**config.mk**
```make
export PLATFORM = sky130hd
export DESIGN_NAME = wb_timer
export DESIGN_NICKNAME = d
export VERILOG_FILES = /design/src/rtl/wb_timer.sv
export SDC_FILE = /design/constraint.sdc
export NUM_CORES = 1
export LEC_CHECK = 0
export ABC_AREA = 1
export CAP_MARGIN = 40
export CORE_ASPECT_RATIO = 0.5
export CORE_MARGIN = 4
export CORE_UTILIZATION = 47
export CTS_CLUSTER_DIAMETER = 60
export DETAILED_ROUTE_END_ITERATION = 10
export GPL_TIMING_DRIVEN = 0
export PLACE_DENSITY = 0.81
export SLEW_MARGIN = 10
export SYNTH_ARGS = -nofsm -noshare
export SYNTH_HDL_FRONTEND = slang
export SYNTH_SLANG_ARGS = --single-unit
```
**constraint.sdc**
```tcl
create_clock -name sys_clock_i -period 2.3 [get_ports sys_clock_i]
set_input_delay 0.345 -clock sys_clock_i [delete_from_list [all_inputs] [get_ports sys_clock_i]]
set_output_delay 0.345 -clock sys_clock_i [all_outputs]
set_load 0.01 [all_outputs]
```
**src/rtl/wb_timer.sv**
```systemverilog
// Wishbone classic interval timer: 32-bit down-counter with prescaler, auto-reload and IRQ.
// Define WB_TIMER_CYCLECNT_EN to expose a 64-bit free-running cycle counter at address 4.
module wb_timer #(
    parameter int DATA_WIDTH = 64,
    parameter int ADDR_WIDTH = 64,
    parameter int PRESCALE   = 1
) (
    input  logic                    sys_clock_i,
    input  logic                    sys_reset_i,
    input  logic                    wbs_cycle_i,
    input  logic                    wbs_strobe_i,
    input  logic                    wbs_we_i,
    input  logic [ADDR_WIDTH-1:0]   wbs_addr_i,
    input  logic [DATA_WIDTH-1:0]   wbs_data_i,
    input  logic [DATA_WIDTH/8-1:0] wbs_sel_i,
    output logic                    wbs_ack_o,
    output logic [DATA_WIDTH-1:0]   wbs_data_o,
    output logic                    irq_o
);
    localparam int PW = $clog2(PRESCALE) + 1;
    localparam logic [PW-1:0] PRESC_LAST = PW'(PRESCALE - 1);

    typedef enum logic [2:0] {
        REG_CTRL   = 3'd0,
        REG_LOAD   = 3'd1,
        REG_COUNT  = 3'd2,
        REG_STATUS = 3'd3,
        REG_CYCLES = 3'd4
    } reg_e;

    logic                  en, periodic, irq_en, expired;
    logic [31:0]           load, count;
    logic [PW-1:0]         presc;
    logic                  req, wr, tick, ctrl_wr;
    logic [2:0]            reg_sel;
    logic [DATA_WIDTH-1:0] rd_val;
    logic                  unused_bits;

    assign req     = wbs_cycle_i & wbs_strobe_i & ~wbs_ack_o;
    assign wr      = req & wbs_we_i;
    assign reg_sel = wbs_addr_i[5:3];
    assign tick    = en && (presc == PRESC_LAST);
    assign ctrl_wr = wr && (reg_sel == REG_CTRL) && wbs_sel_i[0];
    assign irq_o   = expired & irq_en;

    assign unused_bits = ^{wbs_addr_i[ADDR_WIDTH-1:6], wbs_addr_i[2:0],
                           wbs_data_i[DATA_WIDTH-1:32], wbs_sel_i[DATA_WIDTH/8-1:4]};

    function automatic logic [31:0] merge(input logic [31:0] old, input logic [31:0] val,
                                          input logic [3:0] be);
        logic [31:0] res;
        res = old;
        for (int unsigned i = 0; i < 4; i++)
            if (be[i]) res[8*i +: 8] = val[8*i +: 8];
        return res;
    endfunction

`ifdef WB_TIMER_CYCLECNT_EN
    logic [63:0] cycles;

    always_ff @(posedge sys_clock_i) begin
        if (sys_reset_i) cycles <= '0;
        else             cycles <= cycles + 64'd1;
    end
`endif

    always_comb begin
        rd_val = '0;
        case (reg_sel)
            REG_CTRL:   rd_val[2:0]  = {irq_en, periodic, en};
            REG_LOAD:   rd_val[31:0] = load;
            REG_COUNT:  rd_val[31:0] = count;
            REG_STATUS: rd_val[0]    = expired;
`ifdef WB_TIMER_CYCLECNT_EN
            REG_CYCLES: rd_val       = DATA_WIDTH'(cycles);
`endif
            default:    rd_val       = '0;
        endcase
    end

    always_ff @(posedge sys_clock_i) begin
        if (sys_reset_i) begin
            wbs_ack_o  <= 1'b0;
            wbs_data_o <= '0;
            en         <= 1'b0;
            periodic   <= 1'b0;
            irq_en     <= 1'b0;
            expired    <= 1'b0;
            load       <= '0;
            count      <= '0;
            presc      <= '0;
        end else begin
            wbs_ack_o  <= req;
            wbs_data_o <= (req && !wbs_we_i) ? rd_val : '0;

            if (en)
                presc <= tick ? '0 : presc + PW'(1);

            // A CTRL write clearing EN on the expiry tick suppresses the periodic reload.
            if (tick) begin
                if (count != '0)
                    count <= count - 32'd1;
                else if (!periodic)
                    en <= 1'b0;
                else if (!(ctrl_wr && !wbs_data_i[0]))
                    count <= load;
            end

            if (wr) begin
                case (reg_sel)
                    REG_CTRL: begin
                        if (wbs_sel_i[0]) begin
                            en       <= wbs_data_i[0];
                            periodic <= wbs_data_i[1];
                            irq_en   <= wbs_data_i[2];
                            if (!en && wbs_data_i[0]) begin
                                count <= load;
                                presc <= '0;
                            end
                        end
                    end
                    REG_LOAD:   load  <= merge(load, wbs_data_i[31:0], wbs_sel_i[3:0]);
                    REG_COUNT:  count <= merge(count, wbs_data_i[31:0], wbs_sel_i[3:0]);
                    REG_STATUS: if (wbs_sel_i[0] && wbs_data_i[0]) expired <= 1'b0;
                    default: ;
                endcase
            end

            // Set after the W1C clear so a same-cycle expiry wins.
            if (tick && (count == '0))
                expired <= 1'b1;
        end
    end
endmodule

```
==> impl_metrics.yaml <==
placed_design:
  numPortBuffers: 77
  pre_cts_ws_ns: -0.5037
  post-dp-hpwl_um: 19640
  gp_congestion: 1.031
floorplan:
  die_y_um: 90.70
  fp.dieArea_mm2: 0.01573
  fp.dieW_um: 173.4
  io_pins: 207
  rows: 29
  fp.coreArea_mm2: 0.01303
  initial_core_util_pct: 49.35
pwr:
  cellPowerDensity_mw_per_mm2: 556.0
  irDropWorstVdd_mv: 0.3335
  p_leak_nw: 3.371
  p_total_mw: 4.426
synthesis:
  yosysUniqueCellTypes: 45
  synth_area_leaders: "dfxtp_1, nand2_1, o21ai_0, a21oi_1, inv_1"
  synth_top_area_share_pct: 31.76
  netlist_instances: 995
  synth_top_cell_by_area: "dfxtp_1"
  yosysWarnings: 0
  synth.cell_area_mm2: 0.006429
  yosys_register_bits: 102
  yosysSeqAreaShare_pct: 31.76
  avgSynthCellArea_um2: 6.461
worst_hold_path:
  hold_class: "flop to flop"
routing:
  ant_nets: 0
  wl_um: 26120
  wl_per_cell_um: 20.18
  via_per_inst: 5.700
  post-route-drc-count: 0
  num_vias: 7376
  dr.pass1.iters: 7
  dr.first_iter.drc_count: 1010
setup_path:
  crit_path_start_kind: "primary input"
  worstSetupPathType: "primary input to flop"
  crit_fanout: 10
  end_kind: "flop"
  crit_arrival_ns: 2.55
  required_ns: 2.59
sta:
  fin_crit_sh_pct: 98.38
  tns_ns: 0
  final-hold-violation-count: 0
  relSlewSlack_pct: 38.16
  finalSetupViolations: 0
  period_needed_ns: 2.263
  fmax_mhz: 442.0
  tightest_slew_ns: 0.9277
  clock_skew_ns: 0.01229
  rsz0062_at_grt: "true"
  timing.final.max_slew_violations: 0
  finalWorstSetupSlack_ns: 0.03734
global_routing:
  grt_pass1_wl_um: 39610
  grt_util_all_layers_pct: 32.39
  grt_max_degree: 18
  antenna_found_initial: 0
  grt_pass1_vias: 6746
  grt-ovfl-total: 0
clock_tree:
  clk_latency_ns: 0.35
  clock_path_buffers: 2
  cts_sinks: 102
  cts_tree: "done"
  cts_buffers: 9
  hold_buffers: 0
  htreeDepth: 3
  clkTransAtPathRegs_ns: 0.07
  cts_root_buf: "clkbuf_16"
layout:
  multi_input_comb_area_mm2: 0.003689
  nets: 1263
  drive_above_1_share_pct: 11.48
  regArea_mm2: 0.002042
  fillers: 1266
  utilization_pct: 61.11
  syn_to_final_growth_pct: 23.82
  insertedDiodeCount: 0
job:
  drv_cap: 0
outcome:
  status: "finished clean"
kinds of logic after synthesis:
group                      after synthesis  synth area share (%)
and+or+nand+nor                        399                 27.62
AOI/OAI and AO/OA                      285                 24.00
buffers and inverters                  186                 13.45
DFF                                    102                 31.76
xor gates and xnor gates                20                 2.725
adders and majority gates                2                0.3892
other                                    1               0.05833
metrics by stage:
stage | hold slack (ns) | instance area [um2] | instances
floorplan | 0.4174 | 6545 | 1026
global placement | 0.4549 | 7528 | 1273
detailed placement | 0.4539 | 7528 | 1273
CTS | 0.4722 | 7856 | 1290
global route | 0.4965 | 7960 | 1294
finish | 0.4694 | 7960 | 1294
synth_stat cells (all sizes together):
cell	number
ha	2
o22ai	9
clkinv	2
a211oi	1
a31o	2
dfxtp	102
xnor2	3
clkbuf	27
o221ai	9
inv	109
conb	1
or2	1
a31oi	2
nand2	227
nor3	10
nand4	10
nand3b	2
o21ai	139
nand3	57
a21oi	106
nor3b	1
a221oi	1
nor2	91
a21boi	1
xor2	17
o21bai	2
o31ai	2
buf	48
o211ai	11
power by group:
| part | internal (mW) | switching [mW] |
|---|---|---|
| registers | 1.78 | 0.0196 |
| clock network | 0.884 | 0.719 |
| logic | 0.359 | 0.668 |
| total | 3.02 | 1.41 |
critical path, cell delays in order:
cell             delay [ns]
clkdlybuf4s50_1        0.59
nand2_1                0.12
nor2_2                 0.32
clkinv_1               0.53
nor3_1                 0.35
a211oi_1               0.08
nand3_1                0.11
nand2_1                0.05
inv_1                  0.04
sequential cells by signal, indices dropped and copies added, names as in the netlist:
| register | cells |
|---|---|
| en | 1 |
| periodic | 1 |
| wbs_data_o | 32 |
| expired | 1 |
| wbs_ack_o | 1 |
| irq_en | 1 |
| load | 32 |
| presc | 1 |
| count | 32 |
worst paths after layout:
path	start	endpoint	slack (ns)	depth (start not counted)
min reg2reg	load[9]	wbs_data_o[9]	0.47	2
max	wbs_sel_i[0]	count[23]	0.04	9
max reg2reg	count[0]	count[28]	0.14	14
min	load[9]	wbs_data_o[9]	0.47	2
per-layer routing:
metal	up-vias	share of wire, %	track usage [%]
li1	3475	-	-
met1	3351	44	46.70
met2	504	39	45.49
met3	46	15	11.25
met4	0	2.2	8.560
met5	-	0	0
cell type report:
type,instances,share of cell area [%]
plain buffers,75,5.832
clock buffers,10,3.002
clock inverters,5,0.8174
inverters,111,5.281
multi-input cells,738,46.34
flip-flops and latches,102,25.65
well taps,170,2.672
repair buffers,83,10.41
timing repair:
| item | CTS | global route |
|---|---|---|
| resized for setup | 5 | 29 |
| setup buffers | 2 | 4 |
| cloned | 0 | 0 |
| setup endpoints to repair | 32 | 59 |
| endpoints found under the hold margin | 0 | 0 |
| pin swaps | 2 | 4 |
placed cells by master, fill, tap and decap left out, types with 7 or more instances in the layout:
cell type	synthesis	layout
nor2_2	12	12
o21ai_1	13	13
o211ai_1	11	11
nand3_1	55	55
a21oi_1	105	105
conb_1	1	32
inv_2	9	11
nor2_4	5	7
clkbuf_2	0	10
buf_4	34	38
clkbuf_16	0	9
inv_1	100	97
nand2_1	223	221
o22ai_1	9	9
nor2_1	74	72
xor2_1	17	17
buf_2	6	7
o21ai_0	125	125
clkbuf_1	27	19
o221ai_1	9	9
dfxtp_1	102	102
nand4_1	8	8
clkdlybuf4s50_1	0	77
No activity file was read; power rests on OpenSTA's default activity.
